**config.mk**
```make
export PLATFORM = sky130hd
export DESIGN_NAME = marker_frame_sched_flat
export DESIGN_NICKNAME = d
export VERILOG_FILES = /design/src/rtl/marker_frame_sched_if.sv /design/src/rtl/marker_frame_sched.sv /design/src/flat_wrapper.sv
export SDC_FILE = /design/constraint.sdc
export NUM_CORES = 1
export LEC_CHECK = 0
export CORE_MARGIN = 2
export CORE_UTILIZATION = 45
export DETAILED_ROUTE_END_ITERATION = 10
export GPL_TIMING_DRIVEN = 0
export PLACE_DENSITY = 0.86
export REMOVE_ABC_BUFFERS = 1
export SYNTH_ARGS = -nofsm -noshare
export SYNTH_HDL_FRONTEND = slang
export SYNTH_SLANG_ARGS = --single-unit
```
**constraint.sdc**
```tcl
create_clock -name clk_in -period 4.48 [get_ports clk_in]
set_input_delay 0.448 -clock clk_in [delete_from_list [all_inputs] [get_ports clk_in]]
set_output_delay 0.448 -clock clk_in [all_outputs]
set_load 0.02 [all_outputs]
```
**src/rtl/marker_frame_sched_if.sv**
```systemverilog
// Result hand-off bus of the marker frame scheduler: snapshot payload plus valid/ready.
interface marker_frame_sched_if #(
   parameter int unsigned NUM_TARGETS = 4,
   parameter int unsigned XW          = 12,
   parameter int unsigned YW          = 11
);
   logic [NUM_TARGETS*XW-1:0] x_out;
   logic [NUM_TARGETS*YW-1:0] y_out;
   logic [NUM_TARGETS*YW-1:0] d_out;
   logic [NUM_TARGETS-1:0]    mask_out;
   logic                      out_valid;
   logic                      out_ready;

   modport master (
      output x_out, y_out, d_out, mask_out, out_valid,
      input  out_ready
   );

   modport slave (
      input  x_out, y_out, d_out, mask_out, out_valid,
      output out_ready
   );
endinterface

```
**src/rtl/marker_frame_sched.sv**
```systemverilog
// Frame sequencer for the marker detector: clear, capture, settle, snapshot, present.
// Optional capture watchdog enabled by defining SCHED_WDOG_EN.
module marker_frame_sched #(
   parameter int unsigned SCREEN_WIDTH  = 1280,
   parameter int unsigned SCREEN_HEIGHT = 720,
   parameter int unsigned NUM_TARGETS   = 4,
   parameter int unsigned SETTLE_CYCLES = 4,
   parameter int unsigned LOCK_FRAMES   = 3,
   parameter int unsigned LOST_FRAMES   = 8,
   parameter int unsigned WDOG_CYCLES   = 2000000,
   localparam int unsigned XW = $clog2(SCREEN_WIDTH) + 1,
   localparam int unsigned YW = $clog2(SCREEN_HEIGHT) + 1
) (
   input  logic                      clk_in,
   input  logic                      rst_in,
   input  logic [XW-1:0]             hcount_in,
   input  logic [YW-1:0]             vcount_in,
   input  logic [NUM_TARGETS*XW-1:0] x_in,
   input  logic [NUM_TARGETS*YW-1:0] y_in,
   input  logic [NUM_TARGETS*YW-1:0] d_in,
   input  logic [NUM_TARGETS-1:0]    valid_in,
   output logic                      det_rst_out,
   marker_frame_sched_if.master      res,
   output logic                      lock_out,
   output logic [7:0]                drop_cnt_out,
   output logic [1:0]                state_out,
   output logic                      wdog_out
);

   typedef enum logic [1:0] {
      StIdle    = 2'd0,
      StCapture = 2'd1,
      StSettle  = 2'd2,
      StPresent = 2'd3
   } state_e;

   state_e                    state_q;
   logic [7:0]                settle_q;
   logic [7:0]                full_q, miss_q, drop_q;
   logic                      lock_q, det_rst_q, valid_q, wdog_q;
   logic [NUM_TARGETS*XW-1:0] x_q;
   logic [NUM_TARGETS*YW-1:0] y_q, d_q;
   logic [NUM_TARGETS-1:0]    mask_q;

   logic       sof, eof, xfer, wdog_hit;
   logic [7:0] full_inc, miss_inc, drop_inc;

   assign sof  = (hcount_in == '0) && (vcount_in == '0);
   assign eof  = (hcount_in == XW'(SCREEN_WIDTH - 1)) && (vcount_in == YW'(SCREEN_HEIGHT - 1));
   assign xfer = valid_q && res.out_ready;

   always_comb begin
      full_inc = (full_q == 8'hFF) ? full_q : full_q + 8'd1;
      miss_inc = (miss_q == 8'hFF) ? miss_q : miss_q + 8'd1;
      drop_inc = (drop_q == 8'hFF) ? drop_q : drop_q + 8'd1;
   end

`ifdef SCHED_WDOG_EN
   localparam int unsigned WW = $clog2(WDOG_CYCLES + 1);
   logic [WW-1:0] wdog_cnt_q;

   // Held at zero outside CAPTURE, so every entry starts a fresh count.
   always_ff @(posedge clk_in) begin
      if (!rst_in || state_q != StCapture) begin
         wdog_cnt_q <= '0;
      end else begin
         wdog_cnt_q <= wdog_cnt_q + 1'b1;
      end
   end

   assign wdog_hit = (state_q == StCapture) && (wdog_cnt_q == WW'(WDOG_CYCLES - 1));
`else
   logic unused_wdog;
   assign unused_wdog = ^WDOG_CYCLES;
   assign wdog_hit    = 1'b0;
`endif

   always_ff @(posedge clk_in) begin
      if (!rst_in) begin
         state_q   <= StIdle;
         settle_q  <= '0;
         full_q    <= '0;
         miss_q    <= '0;
         drop_q    <= '0;
         lock_q    <= 1'b0;
         det_rst_q <= 1'b1;
         valid_q   <= 1'b0;
         wdog_q    <= 1'b0;
         x_q       <= '0;
         y_q       <= '0;
         d_q       <= '0;
         mask_q    <= '0;
      end else begin
         if (xfer) valid_q <= 1'b0;
         unique case (state_q)
            StIdle, StPresent: begin
               det_rst_q <= 1'b1;
               if (sof) begin
                  state_q   <= StCapture;
                  det_rst_q <= 1'b0;
               end
            end
            StCapture: begin
               det_rst_q <= 1'b0;
               if (eof) begin
                  state_q  <= StSettle;
                  settle_q <= 8'(SETTLE_CYCLES - 1);
               end else if (wdog_hit) begin
                  state_q   <= StIdle;
                  det_rst_q <= 1'b1;
                  wdog_q    <= 1'b1;
               end else if (sof) begin
                  // Broken frame: restart accumulation without a snapshot.
                  det_rst_q <= 1'b1;
               end
            end
            StSettle: begin
               if (settle_q == 8'd0) begin
                  x_q       <= x_in;
                  y_q       <= y_in;
                  d_q       <= d_in;
                  mask_q    <= valid_in;
                  valid_q   <= 1'b1;
                  det_rst_q <= 1'b1;
                  state_q   <= StPresent;
                  if (valid_q && !res.out_ready) drop_q <= drop_inc;
                  if (&valid_in) begin
                     full_q <= full_inc;
                     miss_q <= '0;
                     if (full_inc >= 8'(LOCK_FRAMES)) lock_q <= 1'b1;
                  end else begin
                     miss_q <= miss_inc;
                     full_q <= '0;
                     if (miss_inc >= 8'(LOST_FRAMES)) lock_q <= 1'b0;
                  end
               end else begin
                  settle_q <= settle_q - 8'd1;
               end
            end
            default: state_q <= StIdle;
         endcase
      end
   end

   assign det_rst_out   = det_rst_q;
   assign res.x_out     = x_q;
   assign res.y_out     = y_q;
   assign res.d_out     = d_q;
   assign res.mask_out  = mask_q;
   assign res.out_valid = valid_q;
   assign lock_out      = lock_q;
   assign drop_cnt_out  = drop_q;
   assign state_out     = state_q;
   assign wdog_out      = wdog_q;

endmodule

```
**src/flat_wrapper.sv**
```systemverilog
// flat-port wrapper written by rule: the top's interface ports become plain ports
module marker_frame_sched_flat 
#(
   parameter int unsigned SCREEN_WIDTH  = 1280,
   parameter int unsigned SCREEN_HEIGHT = 720,
   parameter int unsigned NUM_TARGETS   = 4,
   parameter int unsigned SETTLE_CYCLES = 4,
   parameter int unsigned LOCK_FRAMES   = 3,
   parameter int unsigned LOST_FRAMES   = 8,
   parameter int unsigned WDOG_CYCLES   = 2000000,
   localparam int unsigned XW = $clog2(SCREEN_WIDTH) + 1,
   localparam int unsigned YW = $clog2(SCREEN_HEIGHT) + 1
)
  (clk_in, rst_in, hcount_in, vcount_in, x_in, y_in, d_in, valid_in, det_rst_out, lock_out, drop_cnt_out, state_out, wdog_out, res_x_out, res_y_out, res_d_out, res_mask_out, res_out_valid, res_out_ready);
  marker_frame_sched_if #(.NUM_TARGETS(NUM_TARGETS)) res_i ();
  input  logic clk_in;
  input  logic rst_in;
  input  logic [XW-1:0] hcount_in;
  input  logic [YW-1:0] vcount_in;
  input  logic [NUM_TARGETS*XW-1:0] x_in;
  input  logic [NUM_TARGETS*YW-1:0] y_in;
  input  logic [NUM_TARGETS*YW-1:0] d_in;
  input  logic [NUM_TARGETS-1:0] valid_in;
  output logic det_rst_out;
  output logic lock_out;
  output logic [7:0] drop_cnt_out;
  output logic [1:0] state_out;
  output logic wdog_out;
  output wire logic [$bits(res_i.x_out)-1:0] res_x_out;
  output wire logic [$bits(res_i.y_out)-1:0] res_y_out;
  output wire logic [$bits(res_i.d_out)-1:0] res_d_out;
  output wire logic [$bits(res_i.mask_out)-1:0] res_mask_out;
  output wire logic [$bits(res_i.out_valid)-1:0] res_out_valid;
  input wire logic [$bits(res_i.out_ready)-1:0] res_out_ready;
  assign res_x_out = res_i.x_out;
  assign res_y_out = res_i.y_out;
  assign res_d_out = res_i.d_out;
  assign res_mask_out = res_i.mask_out;
  assign res_out_valid = res_i.out_valid;
  assign res_i.out_ready = res_out_ready;
  marker_frame_sched #(.SCREEN_WIDTH(SCREEN_WIDTH), .SCREEN_HEIGHT(SCREEN_HEIGHT), .NUM_TARGETS(NUM_TARGETS), .SETTLE_CYCLES(SETTLE_CYCLES), .LOCK_FRAMES(LOCK_FRAMES), .LOST_FRAMES(LOST_FRAMES), .WDOG_CYCLES(WDOG_CYCLES)) u_core (.clk_in(clk_in), .rst_in(rst_in), .hcount_in(hcount_in), .vcount_in(vcount_in), .x_in(x_in), .y_in(y_in), .d_in(d_in), .valid_in(valid_in), .det_rst_out(det_rst_out), .res(res_i), .lock_out(lock_out), .drop_cnt_out(drop_cnt_out), .state_out(state_out), .wdog_out(wdog_out));
endmodule
```
==> results of run 1 <==
synthesized netlist by cell type, types with 2 or more instances:
master    count  area [sq um]
buf_2        18          90.1
and2_1        2          12.5
nor4_1        8          50.1
nor3_1       10          50.1
xnor2_1       8          70.1
clkbuf_1     41           154
dfxtp_1     177          3540
and3_1        4          25.0
a41oi_1       2          17.5
a21oi_1     167           836
o21ai_1       3          15.0
nand4_1      20           125
nand3b_1      2          15.0
a31oi_1       5          31.3
or3_1         7          43.8
or2_2         2          12.5
nor2_1       22          82.6
o21ai_0      19          95.1
ha_1          8           100
and4_1        5          43.8
nand2_1     295          1110
or4_1         4          30.0
inv_1        11          41.3
o221a_2       2          22.5
nand3_1      15          75.1
nand4b_1      4          35.0
flip-flops by register name, indices dropped and copies added, names as in the netlist:
| signal | count |
|---|---|
| u_core.det_rst_out | 1 |
| u_core.drop_cnt_out | 8 |
| u_core.full_q | 8 |
| u_core.lock_out | 1 |
| u_core.miss_q | 8 |
| u_core.res.d_out | 44 |
| u_core.res.mask_out | 4 |
| u_core.res.out_valid | 1 |
| u_core.res.x_out | 48 |
| u_core.res.y_out | 44 |
| u_core.settle_q | 8 |
| u_core.state_out | 2 |
through the flow:
stage	setup TNS (ns)	worst slack [ns]	hold WS [ns]	power [mW]	utilization [%]
3_3_place_gp	-210.18	-2.11	0.440	4.16	66.8
2_1_floorplan	-0.535	-0.169	0.453	3.19	-
6_report	0	1.32	0.452	5.76	71.7
4_1_cts	0	1.33	0.454	5.79	71.7
3_5_place_dp	0	1.34	0.445	4.20	67.6
5_1_grt	0	1.12	0.469	6.05	71.7
cell families (layout without fill, tap and decap cells):
logic type,count (synthesis),in the layout,synth area share (%)
simple gates,407,407,25.7
compound gates,212,212,16.3
flops,177,177,50.9
buf+inv,73,367,4.42
xor+xnor,9,9,1.13
fa+ha+maj,8,8,1.44
other cells,1,1,0.0539
routing by layer:
metal	GRT usage (%)	wire, um
met3	8.61	1770
met1	27.4	8110
met4	10.8	642
met5	0	0
met2	43.2	10500
final timing paths:
| path | to | slack (ns) | depth (start not counted) |
|---|---|---|---|
| max | u_core.drop_cnt_out[6] | 1.32 | 9 |
| min | u_core.res.d_out[3] | 0.45 | 2 |
| max reg2reg | u_core.drop_cnt_out[6] | 1.32 | 9 |
| min reg2reg | u_core.res.d_out[3] | 0.45 | 2 |
power by group through the flow:
stage	Clock, mW	Sequential [mW]	Combinational, mW
floorplan	0	2.44	0.755
global placement	0	2.07	2.09
detailed placement	0	2.09	2.11
CTS	1.61	2.06	2.13
global route	1.68	2.09	2.29
finish	1.58	2.06	2.12
final cells by class:
type / count / area [sq um]
Timing Repair Buffer: 323 / 3300
Tap cell: 188 / 235
Sequential cell: 177 / 3540
Clock buffer: 21 / 450
Inverter: 12 / 50.0
Clock inverter: 11 / 176
Multi-Input combinational cell: 637 / 3110
Fill cell: 1165 / 4280
worst max-delay path: cells and delay by family, from the launching register on:
kind	cells	cell delay, ns
xor+xnor	1	0.17
fa+ha+maj	1	0.14
flops	1	0.34
simple gates	4	1.57
buf+inv	3	0.71
==> flow_summary.toml, run 1 <==
[final_layout]
fin_area_sq_um = 10900
antennaDiodeCount = 0
final_cell_mix = "clkdlybuf4s50_1, nand2_1, dfxtp_1"
fin_nets = 1342
syn_to_final_growth_pct = 56.2
final_cells = 1369
drive_above_1_share_pct = 3.81
layout_commonest_cell = "clkdlybuf4s50_1"

[power]
p_per_area_nw_per_um2 = 530
comb_power_share_pct = 36.8
vdd_drop_max_mv = 0.319
p_int_mw = 3.77
p_seq_share_pct = 35.7
switching_power_mw = 1.99
pwr-share-clk_pct = 27.5
p_leak_nw = 3.66
swShare_pct = 34.5

[sta]
tightest_slew_ns = 0.729
finalSetupViolations = 0
grt_setup_unrepaired = "no"
finalCritPeriodShare_pct = 70.5
hold_viol = 0
max_slew_margin_pct = 51.4
maxSlewViolCount = 0
max_freq_mhz = 317
skew_ns = 0.00753
fin_crit_ns = 3.16

[run_status]
status = "finished clean"

[cts]
root_buffer = "clkbuf_16"
post-cts-setup-buffer-count = 0
post_cts_resized = 0
clock_sinks = 177
cts_tree = "done"
cts_made_buffers = 17
postCtsHoldBufs = 0
htreeDepth = 4
clock_latency_ns = 0.42
clk_pin_slew_worst_paths_ns = 0.07
clk_path_buf_depth = 2

[floorplanning]
die_w_um = 128
die-area_sq_um = 16500
start_util_pct = 45.9
ios = 320
num_rows = 45
core_sq_um = 15100
die_h_um = 128

[worst_setup_path]
required_ns = 4.76
cp-start-kind = "flop"
reg2reg_from = "u_core.settle_q[0]"
endpoint_kind = "flop"
crit_chain = "inv_1 > ha_1 > nor3b_1 > nand3_4 > buf_12 > buf_16 > nor4_1 > xnor2_1 > nor2_1"
startpoint = "u_core.settle_q[0]"
critPathArrivalTime_ns = 3.44
cp_slowest_stage_delay_ns = 0.61
criticalPathCategory = "flop to flop"
cpMaxStageDelayCell = "nand3_4"
path_max_fanout = 69

[grt]
antenna_found_initial = 0
grt_pass1_wl_um = 32500
grt.overflow.total = 0
grt_max_degree = 96
grt.total_usage_pct = 24.8
grt_pass1_vias = 6733

[flow_run]
drv_cap = 0

[synthesis]
synth-edff-count = 0
ys_types = 52
ys_warn_count = 0
netlist_instances = 887
ys_async_sr_fraction_pct = 0
ys_ff_latch = 177
syn_area_per_cell_sq_um = 7.84
syn_area_sq_um = 6960
ys.flop_type = "dfxtp_1"
seq_area_frac_synth_pct = 50.9

[min_path]
hp-class = "flop to flop"
holdCritStartpoint = "u_core.res.d_out[3]"

[detailed_routing]
dr.pass1.iters = 5
drcViolationCount = 0
drt-total-wl_um = 21000
wire_per_inst_um = 15.3
vias = 7239
ant_nets = 0
first_iter_violations = 347
viasPerCell = 5.29

[place]
portBuffers = 318
gp_congestion = 0.783
dpl_cell_area_sq_um = 10200
dp_hpwl_um = 14700
dp_cells = 1337
(Power assumes the default switching activity.)
==> run 2, diff against run 1 <==
Settings changed: CORE_UTILIZATION 45 to 37, PLACE_DENSITY 0.86 to 0.76.
Clock period 4.48 ns to 2.7 ns, I/O delays scaled along.
==> run 2 against run 1 <==
Critical path depth down 1; routed wire length is 0.54% lower; worst hold slack worse by 0.073 ns; first-iteration DRC count is 6.1% higher; worst setup slack got worse by 1.1 ns; non-clock buffer count shrank 1; utilization fell by 13 points; register-to-register slack worse by 1.1 ns; fmax grew 26%.
==> flow_summary.toml, run 2 (synthesized netlist as in run 1, its figures left out) <==
[cts]
htreeDepth = 4
root_buffer = "clkbuf_16"
clk_path_buf_depth = 2
post-cts-setup-buffer-count = 0
clock_latency_ns = 0.43
cts_made_buffers = 17
cts_tree = "done"
clock_sinks = 177
clk_pin_slew_worst_paths_ns = 0.07

[worst_setup_path]
crit_path_end = "u_core.drop_cnt_out[5]"
startpoint = "u_core.settle_q[0]"
endpoint_kind = "flop"
rrSetupSlack_ns = 0.20
required_ns = 3.00
critPathArrivalTime_ns = 2.80
cp-start-kind = "flop"
criticalPathCategory = "flop to flop"
reg2reg_depth = 8
worst_r2r_endpoint = "u_core.drop_cnt_out[5]"
reg2reg_from = "u_core.settle_q[0]"
path_max_fanout = 73

[sta]
holdWs_ns = 0.379
finalCritPeriodShare_pct = 92.6
tightest_slew_ns = 0.910
max_freq_mhz = 400
hold_viol = 0
maxSlewViolCount = 0
fin_crit_ns = 2.50
fin_ws_ns = 0.200
skew_ns = 0.0116
grt_setup_unrepaired = "no"
setup-tns-final_ns = 0
finalSetupViolations = 0
max_slew_margin_pct = 39.3

[power]
pwr-share-clk_pct = 25.5
power.total_mw = 9.31
p_int_mw = 5.99
p_seq_share_pct = 36.5
vdd_drop_max_mv = 0.431
p_per_area_nw_per_um2 = 858
comb_power_share_pct = 38.0
switching_power_mw = 3.32
swShare_pct = 35.7
p_leak_nw = 3.65

[detailed_routing]
first_iter_violations = 368
drt-total-wl_um = 20900
drcViolationCount = 0
dr.pass1.iters = 5
viasPerCell = 5.01
vias = 7083
ant_nets = 0
wire_per_inst_um = 14.8

[grt]
grt_pass1_vias = 6658
antenna_found_initial = 0
grt_pass1_wl_um = 33000
grt_max_degree = 91
grt.total_usage_pct = 20.5
grt.overflow.total = 0

[final_layout]
layout_commonest_cell = "clkdlybuf4s50_1"
antennaDiodeCount = 0
fin_area_sq_um = 10900
fin_nets = 1342
syn_to_final_growth_pct = 56.1
final_cell_mix = "clkdlybuf4s50_1, nand2_1, dfxtp_1"
largest_reg_flops = 48
drive_above_1_share_pct = 3.99

[place]
portBuffers = 318
dp_hpwl_um = 13900
pre_cts_ws_ns = -0.0188
gp_congestion = 0.828
dpl_cell_area_sq_um = 10300

[run_status]
status = "finished clean"

[floorplanning]
num_rows = 50
ios = 320
die-area_sq_um = 19900
start_util_pct = 37.4
die_w_um = 141
core_sq_um = 18600
die_h_um = 141

[min_path]
hp-class = "primary input to flop"
holdCritStartpoint = "d_in[14]"

[flow_run]
drv_cap = 0
[run 2: per-layer routing]
layer / part of all wire [%] / GRT usage [%] / vias to the layer above / wire length [um]
met5: 0 / 0 / - / 0
met4: 1.9 / 7.37 / 0 / 404
met3: 8.9 / 7.47 / 34 / 1860
met2: 48 / 34.4 / 232 / 10100
met1: 41 / 24.0 / 3256 / 8520
li1: - / - / 3561 / -
[run 2: power groups by stage]
stage               clock (mW)  sequential (mW)  combinational (mW)
floorplan                    0             4.05                1.25
global placement             0             3.29                3.08
detailed placement           0             3.46                3.50
CTS                       2.44             3.41                3.56
global route              2.53             3.47                3.83
finish                    2.37             3.40                3.54
[run 2: how the worst min path moves through the flow]
stage	cells after the start	slack, ns	end
floorplan	2	0.41	u_core.full_q[2]
global placement	2	0.44	u_core.res.y_out[9]
detailed placement	2	0.45	u_core.res.x_out[42]
CTS	3	0.36	u_core.res.d_out[43]
global route	3	0.37	u_core.res.x_out[45]
finish	3	0.38	u_core.res.d_out[14]
[run 2: layout make-up]
cell class,count,area (sq um)
inverter,12,50.0
clock buffer,19,453
clock inverter,11,104
tap,234,293
sequential,177,3540
multi-input combinational,638,3120
fill,1742,7720
timing repair buffer,322,3290
[run 2: repair_timing]
item,4_1_cts,5_1_grt
hold buffers,0,0
endpoints found under the hold margin,0,0
resized for setup,1,0
endpoints found under the setup margin,4,0
[run 2: metrics by stage]
stage | utilization, % | cells
2_1_floorplan | - | 826
3_3_place_gp | 54.7 | 1378
3_5_place_dp | 55.4 | 1382
4_1_cts | 58.4 | 1413
5_1_grt | 58.4 | 1413
6_report | 58.4 | 1413
[run 2: worst max-delay path, cell delays in order, from the launching register on]
cell	delay (ns)
dfxtp_1	0.34
inv_1	0.08
ha_1	0.14
nor3b_2	0.50
nand3_4	0.35
buf_16	0.31
nor4_1	0.39
xnor2_1	0.16
nor2_1	0.05
